<file path="src/rtl/matmul_pkg.sv">
// Shared types and width helpers for the matmul_engine slice.
package matmul_pkg;

  localparam int ADDR_W = 32;

  typedef enum logic [2:0] {
    IDLE,
    FETCH,
    GAP,
    WRITE,
    DONE
  } state_t;

  function automatic int clog2(input int value);
    int result;
    int v;
    result = 0;
    v = value - 1;
    while (v > 0) begin
      result = result + 1;
      v = v >> 1;
    end
    return result;
  endfunction

  // Wide enough to hold INNER full-scale products without overflow.
  function automatic int acc_width(input int size, input int inner);
    return 2 * size + clog2(inner);
  endfunction

endpackage

</file>
<file path="src/rtl/matmul_if.sv">
// Memory-facing bus of matmul_engine: start/busy/done handshake plus A, B read and C write ports.
interface matmul_if #(
  parameter int SIZE   = 8,
  parameter int C_SIZE = 16
);

  logic                          start;
  logic                          busy;
  logic                          done;
  logic                          a_read;
  logic [matmul_pkg::ADDR_W-1:0] a_read_address;
  logic [SIZE-1:0]               a_data;
  logic                          b_read;
  logic [matmul_pkg::ADDR_W-1:0] b_read_address;
  logic [SIZE-1:0]               b_data;
  logic                          c_write;
  logic [matmul_pkg::ADDR_W-1:0] c_write_address;
  logic [C_SIZE-1:0]             c_write_value;

  modport master (
    input  start, a_data, b_data,
    output busy, done, a_read, a_read_address, b_read, b_read_address,
           c_write, c_write_address, c_write_value
  );

  modport slave (
    output start, a_data, b_data,
    input  busy, done, a_read, a_read_address, b_read, b_read_address,
           c_write, c_write_address, c_write_value
  );

endinterface

</file>
<file path="src/rtl/matmul_mac.sv">
// Multiply-accumulate for one C element; result is truncated, or clamped when MATMUL_SAT_EN is defined.
module matmul_mac
  import matmul_pkg::*;
#(
  parameter int SIZE   = 8,
  parameter int INNER  = 2,
  parameter int C_SIZE = 16
) (
  input  logic              clk,
  input  logic              rst,
  input  logic              en,
  input  logic              load,
  input  logic [SIZE-1:0]   a,
  input  logic [SIZE-1:0]   b,
  output logic [C_SIZE-1:0] result
);

  localparam int ACC_W = acc_width(SIZE, INNER);

  logic [ACC_W-1:0] acc;
  logic [ACC_W-1:0] prod;

  assign prod = ACC_W'(a) * ACC_W'(b);

  always_ff @(posedge clk or negedge rst) begin
    if (!rst) begin
      acc <= '0;
    end else if (en) begin
      acc <= load ? prod : acc + prod;
    end
  end

  generate
    if (ACC_W > C_SIZE) begin : g_reduce
`ifdef MATMUL_SAT_EN
      assign result = (|acc[ACC_W-1:C_SIZE]) ? '1 : acc[C_SIZE-1:0];
`else
      assign result = acc[C_SIZE-1:0];
`endif
    end else begin : g_extend
      assign result = C_SIZE'(acc);
    end
  endgenerate

endmodule

</file>
<file path="src/rtl/matmul_engine.sv">
// Sequences reads of A and B, accumulates each C element and writes it out (C = A x B, unsigned, row-major).
module matmul_engine
  import matmul_pkg::*;
#(
  parameter int ROW    = 2,
  parameter int INNER  = 2,
  parameter int COL    = 2,
  parameter int SIZE   = 8,
  parameter int C_SIZE = 16
) (
  input  logic     clk,
  input  logic     rst,
  matmul_if.master bus
);

  localparam logic [ADDR_W-1:0] ROW_LAST   = ADDR_W'(ROW - 1);
  localparam logic [ADDR_W-1:0] INNER_LAST = ADDR_W'(INNER - 1);
  localparam logic [ADDR_W-1:0] COL_LAST   = ADDR_W'(COL - 1);
  localparam logic [ADDR_W-1:0] INNER_A    = ADDR_W'(INNER);
  localparam logic [ADDR_W-1:0] COL_A      = ADDR_W'(COL);

  state_t              state;
  logic [ADDR_W-1:0]   i;
  logic [ADDR_W-1:0]   j;
  logic [ADDR_W-1:0]   k;
  logic [ADDR_W-1:0]   k_next;
  logic [ADDR_W-1:0]   i_next;
  logic [ADDR_W-1:0]   j_next;
  logic                last_k;
  logic                last_col;
  logic                last_row;
  logic [C_SIZE-1:0]   mac_result;

  assign last_k   = (k == INNER_LAST);
  assign last_col = (j == COL_LAST);
  assign last_row = (i == ROW_LAST);
  assign k_next   = k + 1'b1;
  assign j_next   = last_col ? '0 : j + 1'b1;
  assign i_next   = last_col ? i + 1'b1 : i;

  matmul_mac #(
    .SIZE   (SIZE),
    .INNER  (INNER),
    .C_SIZE (C_SIZE)
  ) u_mac (
    .clk    (clk),
    .rst    (rst),
    .en     (state == FETCH),
    .load   (k == '0),
    .a      (bus.a_data),
    .b      (bus.b_data),
    .result (mac_result)
  );

  // Outputs are registered on entry to the state that owns them, so addresses
  // stay put while the strobes are low and the strobes form clean pulses.
  always_ff @(posedge clk or negedge rst) begin
    if (!rst) begin
      state               <= IDLE;
      i                   <= '0;
      j                   <= '0;
      k                   <= '0;
      bus.busy            <= 1'b0;
      bus.done            <= 1'b0;
      bus.a_read          <= 1'b0;
      bus.b_read          <= 1'b0;
      bus.a_read_address  <= '0;
      bus.b_read_address  <= '0;
      bus.c_write         <= 1'b0;
      bus.c_write_address <= '0;
      bus.c_write_value   <= '0;
    end else begin
      case (state)
        IDLE: begin
          if (bus.start) begin
            state              <= FETCH;
            i                  <= '0;
            j                  <= '0;
            k                  <= '0;
            bus.busy           <= 1'b1;
            bus.a_read         <= 1'b1;
            bus.b_read         <= 1'b1;
            bus.a_read_address <= '0;
            bus.b_read_address <= '0;
          end
        end
        FETCH: begin
          state      <= GAP;
          bus.a_read <= 1'b0;
          bus.b_read <= 1'b0;
        end
        GAP: begin
          if (last_k) begin
            state               <= WRITE;
            bus.c_write         <= 1'b1;
            bus.c_write_address <= i * COL_A + j;
            bus.c_write_value   <= mac_result;
          end else begin
            state              <= FETCH;
            k                  <= k_next;
            bus.a_read         <= 1'b1;
            bus.b_read         <= 1'b1;
            bus.a_read_address <= i * INNER_A + k_next;
            bus.b_read_address <= k_next * COL_A + j;
          end
        end
        WRITE: begin
          bus.c_write <= 1'b0;
          k           <= '0;
          if (last_col && last_row) begin
            state    <= DONE;
            bus.busy <= 1'b0;
            bus.done <= 1'b1;
          end else begin
            state              <= FETCH;
            i                  <= i_next;
            j                  <= j_next;
            bus.a_read         <= 1'b1;
            bus.b_read         <= 1'b1;
            bus.a_read_address <= i_next * INNER_A;
            bus.b_read_address <= j_next;
          end
        end
        DONE: begin
          state    <= IDLE;
          bus.done <= 1'b0;
        end
        default: begin
          state <= IDLE;
        end
      endcase
    end
  end

endmodule

</file>
<file path="src/flat_wrapper.sv">
// flat-port wrapper written by rule: the top's interface ports become plain ports
module matmul_engine_flat import matmul_pkg::*;
#(
  parameter int ROW    = 2,
  parameter int INNER  = 2,
  parameter int COL    = 2,
  parameter int SIZE   = 8,
  parameter int C_SIZE = 16
)
  (clk, rst, bus_start, bus_a_data, bus_b_data, bus_busy, bus_done, bus_a_read, bus_a_read_address, bus_b_read, bus_b_read_address, bus_c_write, bus_c_write_address, bus_c_write_value);
  matmul_if #(.SIZE(SIZE), .C_SIZE(C_SIZE)) bus_i ();
  input  logic clk;
  input  logic rst;
  input wire logic [$bits(bus_i.start)-1:0] bus_start;
  input wire logic [$bits(bus_i.a_data)-1:0] bus_a_data;
  input wire logic [$bits(bus_i.b_data)-1:0] bus_b_data;
  output wire logic [$bits(bus_i.busy)-1:0] bus_busy;
  output wire logic [$bits(bus_i.done)-1:0] bus_done;
  output wire logic [$bits(bus_i.a_read)-1:0] bus_a_read;
  output wire logic [$bits(bus_i.a_read_address)-1:0] bus_a_read_address;
  output wire logic [$bits(bus_i.b_read)-1:0] bus_b_read;
  output wire logic [$bits(bus_i.b_read_address)-1:0] bus_b_read_address;
  output wire logic [$bits(bus_i.c_write)-1:0] bus_c_write;
  output wire logic [$bits(bus_i.c_write_address)-1:0] bus_c_write_address;
  output wire logic [$bits(bus_i.c_write_value)-1:0] bus_c_write_value;
  assign bus_i.start = bus_start;
  assign bus_i.a_data = bus_a_data;
  assign bus_i.b_data = bus_b_data;
  assign bus_busy = bus_i.busy;
  assign bus_done = bus_i.done;
  assign bus_a_read = bus_i.a_read;
  assign bus_a_read_address = bus_i.a_read_address;
  assign bus_b_read = bus_i.b_read;
  assign bus_b_read_address = bus_i.b_read_address;
  assign bus_c_write = bus_i.c_write;
  assign bus_c_write_address = bus_i.c_write_address;
  assign bus_c_write_value = bus_i.c_write_value;
  matmul_engine #(.ROW(ROW), .INNER(INNER), .COL(COL), .SIZE(SIZE), .C_SIZE(C_SIZE)) u_core (.clk(clk), .rst(rst), .bus(bus_i));
endmodule
</file>
<file path="config.mk">
export PLATFORM = sky130hd
export DESIGN_NAME = matmul_engine_flat
export DESIGN_NICKNAME = d
export VERILOG_FILES = /design/src/rtl/matmul_pkg.sv /design/src/rtl/matmul_if.sv /design/src/rtl/matmul_mac.sv /design/src/rtl/matmul_engine.sv /design/src/flat_wrapper.sv
export SDC_FILE = /design/constraint.sdc
export NUM_CORES = 1
export LEC_CHECK = 0
export ABC_AREA = 0
export CORE_MARGIN = 2
export CORE_UTILIZATION = 40
export CTS_BUF_LIST = sky130_fd_sc_hd__clkbuf_16
export CTS_CLUSTER_DIAMETER = 80
export DETAILED_ROUTE_END_ITERATION = 8
export GPL_ROUTABILITY_DRIVEN = 0
export GPL_TIMING_DRIVEN = 0
export PLACE_DENSITY_LB_ADDON = 0.25
export SYNTH_ARGS = -nofsm -noshare
export SYNTH_HDL_FRONTEND = slang
export SYNTH_HIERARCHICAL = 1
export SYNTH_SLANG_ARGS = --single-unit
</file>
<file path="constraint.sdc">
create_clock -name clk -period 5.6 [get_ports clk]
set_input_delay 0.84 -clock clk [delete_from_list [all_inputs] [get_ports clk]]
set_output_delay 0.84 -clock clk [all_outputs]
set_load 0.05 [all_outputs]
</file>
After elaboration in Yosys (flattened, before gate mapping) --
Index checks and enable logic that the tools add are counted.
Operators by class: $add $sub $neg 7, $mul 1, equality and inequality tests 13, muxes and demuxes 29, reductions and logical operators 17
Operator list (count):
- 2-to-1 mux 32 bit | 9
- case mux 32 bit (3 select lines) | 3
- case mux 32 bit (2 select lines) | 2
- adder 32 x 1 -> 32 bit (second input constant) | 3
- adder 32 bit | 3
- == test 32 x 1 -> 1 bit (second input constant) | 3
- zero test 32 bit | 1
- adder 17 x 16 -> 17 bit | 1
- 2-to-1 mux 17 bit | 1
- multiplier 8 x 8 -> 16 bit | 1
- case mux 3 bit (4 select lines) | 1
- AND reduction 4 bit | 3
- AND reduction 3 bit | 3
- == test 3 x 2 -> 1 bit (second input constant) | 2
- 2-to-1 mux 1 bit | 6
- 2-to-1 mux 3 bit | 2
- != test 2 x 1 -> 1 bit (second input constant) | 3
- != test 2 bit (second input constant) | 3
- case mux 1 bit (2 select lines) | 3
- AND reduction 2 bit | 3
- nonzero test 2 bit | 3
- case mux 1 bit (4 select lines) | 1
- nonzero test 4 bit | 1
- == test 3 x 1 -> 1 bit (second input constant) | 1
- 5 further kinds | 5
Word-level totals: register bits after elaboration 232, output and inout port bits 117

Longest topological paths before layout --
depth in word-level cells 4, mapped depth 23

By module --
Netlist, hierarchy kept.
By module, submodules not included:
- matmul_engine | times used 1, cells each 1803, area an instance 15558.7 µm², sequential area each 5380.2 µm²
- matmul_mac | times used 1, cells each 403, area an instance 3528.4 µm², sequential area each 400.4 µm²

Worst setup path after synthesis --
No wires, ideal clock.
path type input to register, from in bus_a_data[5], to reg u_core.u_mac.acc[15], library setup time 126 ps, arrival time 5875 ps, data required time 5474 ps, path slack -401 ps, stages on the path 22, path buffers 0, path through nand2_1 > fa_1 > fa_1 > inv_1 > fa_1 > inv_1 > fa_1 > inv_1 > ha_1 > nor3_1 > nor2_1 > a31oi_1 > o21ai_0 > xnor2_1 > ha_1 > a21oi_1 > nor2b_1 > o21ai_0 > nand2b_1 > a41oi_2 > mux4_2 > a311o_1
Between the ends: longest elaborated chain between the ends 3
RTL lines:
- start: declaration | line flat_wrapper.sv:15 | input wire logic [$bits(bus_i.a_data)-1:0] bus_a_data;
- multiplier 8 x 8 -> 16 bit * | line matmul_mac.sv:23 | assign prod = ACC_W'(a) * ACC_W'(b);
- adder 17 x 16 -> 17 bit | line matmul_mac.sv:29 | acc <= load ? prod : acc + prod;
- 2-to-1 mux 17 bit * | line matmul_mac.sv:29
- end signal: assignment | line matmul_mac.sv:29
- end: declaration | line matmul_mac.sv:20 | logic [ACC_W-1:0] acc;
Mark *: on every way between the ends. The rest lies on a longest branch, timed or not. A chain may end at the register's enable or synchronous reset.

Worst setup path in the final report --
from in bus_b_data[2], to reg u_core.u_mac.acc[15]
Between the ends: longest elaborated chain between the ends 3
RTL lines:
- start: declaration | line flat_wrapper.sv:16 | input wire logic [$bits(bus_i.b_data)-1:0] bus_b_data;
- multiplier 8 x 8 -> 16 bit * | line matmul_mac.sv:23
- adder 17 x 16 -> 17 bit | line matmul_mac.sv:29
- 2-to-1 mux 17 bit * | line matmul_mac.sv:29
Marked as above.

==> run metrics <==
status=finished clean; 1st-iter DRT viols=1528; clock latency on the worst-skew pair=about 0.6 ns; Post-synth EDFFs=0; top-area cell type share of the netlist area=between 30% and 40%; CP required=approximately 6.1 ns; row count=80; Final Cell Area=22400 um2; asr flop ratio synth=between 90% and 100%; CP endpoint kind=flip-flop; Setup Skew=about 0.046 ns; Crit Path Class=primary input to flip-flop; Seq cells post-synth=231; grt ovf=0; largest net degree at the start of global routing=94; peak supply drop=311 uV; clock slew at reported path FFs=0.06 ns; post-layout min period=between 5 and 6 ns; Max Freq=about 0.18 GHz; core area=between 40000 and 50000 um2; WL/cell=between 20 and 25 um; Die W=~220 um; CTS Root Cell=clkbuf_16; Pwr Density=408 nW/um2; setup TNS=0 ns; Post-Synthesis Cell Area=~19000 um2; CTS Buffer Depth=3; CTS tree=done; First-pass DRT Iterations=6; dpl cell area=~21000 um2; Die Span Y=between 200 and 250 um; most frequent cells in the layout=dfrtp_1 (231), o21ai_0 (211), nand2_1 (203), nor2_1 (166), ha_1 (153); synth warn=6; total routed wirelength=64700 um; GRT Util Overall=between 20% and 30%; Fin. Hold Viols=0; post-DP HPWL=slightly above 50000 um; Final #Nets=between 2000 and 3000; area growth from synthesis to layout=17.6%; layout cells sized above 1=under 10%; Initial Util=roughly 40%; register area share after synthesis=between 30% and 40%; CP max FO=8; max cap viols=0; Antenna diodes=0; Slew headroom=23.4%; vias in the first global route=around 17000; Cells after Synth=between 2000 and 2500; H-tree depth=1; # IOs=about 140; IO buf count=135; clock sink total=approximately 230; # DRC=0; total power=around 9 mW; dpl ws=-1.32 ns; Slew Limit Fails=0; CP arrival=5.99 ns; Setup crit start kind=primary input; CTS buffer count=28; Mapped Nets=between 2000 and 2500; routed vias=17804; Hold Path Class=primary input to async pin; die area=~50000 um2; RSZ-0062 raised after global routing=true; final setup fails=0; most common cell after layout, fill and taps aside=dfrtp_1; initial antenna violation count=0; Synth area leader=dfrtp_1; final period utilization=99.1%; via/cell ratio=roughly 5.9; Yosys cell types=just under 90; largest cells by area after synthesis=dfrtp_1 (30%), ha_1 (11%), o21ai_0 (5.7%); post-route ant nets=0; total leakage power=10.7 nW; Final WS setup=between 0.05 and 0.06 ns; Least-Margin Pin Slew=1.14 ns; ys flop type=dfrtp_1; syn_area_per_cell=8.65 um2; first-pass GRT wire length=approximately 100000 um
## cell usage after synthesis, drive strengths merged, types with 46 or more instances
library cell  number
o21ai            233
and2              72
a21oi            152
xor2              86
dfrtp            231
clkbuf            70
inv               85
nand2            208
xnor2             93
ha               161
a21o              96
nor2             172
nand3             46
## cell families (layout without fill, tap and decap cells)
family	count (synthesis)	in the layout	share of synthesized area [%]
DFF	231	231	30.3
buffers and inverters	190	383	4.18
AOI/OAI and AO/OA	686	686	22.6
xor gates and xnor gates	179	179	8.21
adders and majority gates	201	201	14.7
muxes	33	33	1.95
and+or+nand+nor	686	686	18.0
## layer usage
layer | wire [um] | track usage (%) | vias up
met5 | 0 | 0 | -
met2 | 29300 | 41.6 | 735
met4 | 2650 | 10.5 | 0
li1 | - | - | 8275
met1 | 27900 | 34.6 | 8633
met3 | 4780 | 3.94 | 161
## power by group
part / internal, mW / switching (mW)
Sequential: 1.90 / 0.234
Combinational: 1.85 / 3.37
Clock: 1.04 / 0.767
## worst max-delay path, stage by stage
cell and delay (ns):
buf_4 0.14, nand2_2 0.07, fa_1 0.48, fa_1 0.52
inv_2 0.05, fa_1 0.57, inv_1 0.06, fa_1 0.50
inv_2 0.05, ha_4 0.28, o21ai_2 0.06, o21bai_1 0.18
a21oi_2 0.11, or3_4 0.35, a21oi_4 0.18, ha_4 0.23
nor2b_1 0.14, o21ai_1 0.12, nand2b_1 0.08, a41oi_2 0.20
mux4_2 0.51, a311o_1 0.28
## timing repair
item	in CTS	in global routing
setup buffers	2	6
endpoints found under the hold margin	0	0
setup endpoints to repair	4	3
hold buffers	0	0
pin swaps	5	13
resized for setup	72	39
## registers in the layout (all words and copies together) (netlist names)
name / flops
u_core/state: 3
u_core/bus.a_read_address: 32
u_core/bus.done: 1
u_core/bus.c_write: 1
u_core/k: 32
u_core/j: 32
u_core/bus.b_read: 1
u_core/bus.busy: 1
u_core/u_mac/acc: 16
u_core/i: 32
u_core/bus.b_read_address: 32
u_core/bus.c_write_value: 16
u_core/bus.c_write_address: 32
## cell type report
type                       count  area (um2)
timing repair buffer         145        1470
tap                          615         769
multi-input combinational   1785       12700
clock buffer                  28         701
buffer                       105         478
sequential                   231        5780
fill                        4635       25000
inverter                      85         319
clock inverter                20         196
## stage by stage
step | std cells | utilization (%) | hold slack [ns]
6_report | 3014 | 47.3 | 0.140
5_1_grt | 3014 | 47.3 | 0.204
4_1_cts | 3008 | 46.9 | 0.173
3_5_place_dp | 2958 | 45.0 | 0.469
3_3_place_gp | 2956 | 44.9 | 0.466
2_1_floorplan | 2206 | - | 0.452
## final timing paths
| kind | from | endpoint | slack (ns) | cells after the start |
|---|---|---|---|---|
| min reg2reg | u_core/bus.c_write_address[17]$_DFFE_PN0P_ | u_core/bus.c_write_address[17]$_DFFE_PN0P_ | 0.48 | 2 |
| max | bus_b_data[2] | u_core/u_mac/acc[15]$_DFFE_PN0P_ | 0.05 | 22 |
| max in group asynchronous | rst | u_core/bus.c_write_value[11]$_DFFE_PN0P_ | 4.04 | 3 |
| min in group clk | u_core/bus.c_write_address[17]$_DFFE_PN0P_ | u_core/bus.c_write_address[17]$_DFFE_PN0P_ | 0.48 | 2 |
| min | rst | u_core/k[7]$_DFFE_PN0P_ | 0.14 | 1 |
| max reg2reg | u_core/k[0]$_DFFE_PN0P_ | u_core/bus.a_read_address[28]$_DFFE_PN0P_ | 0.35 | 19 |
(Power assumes the default switching activity.)
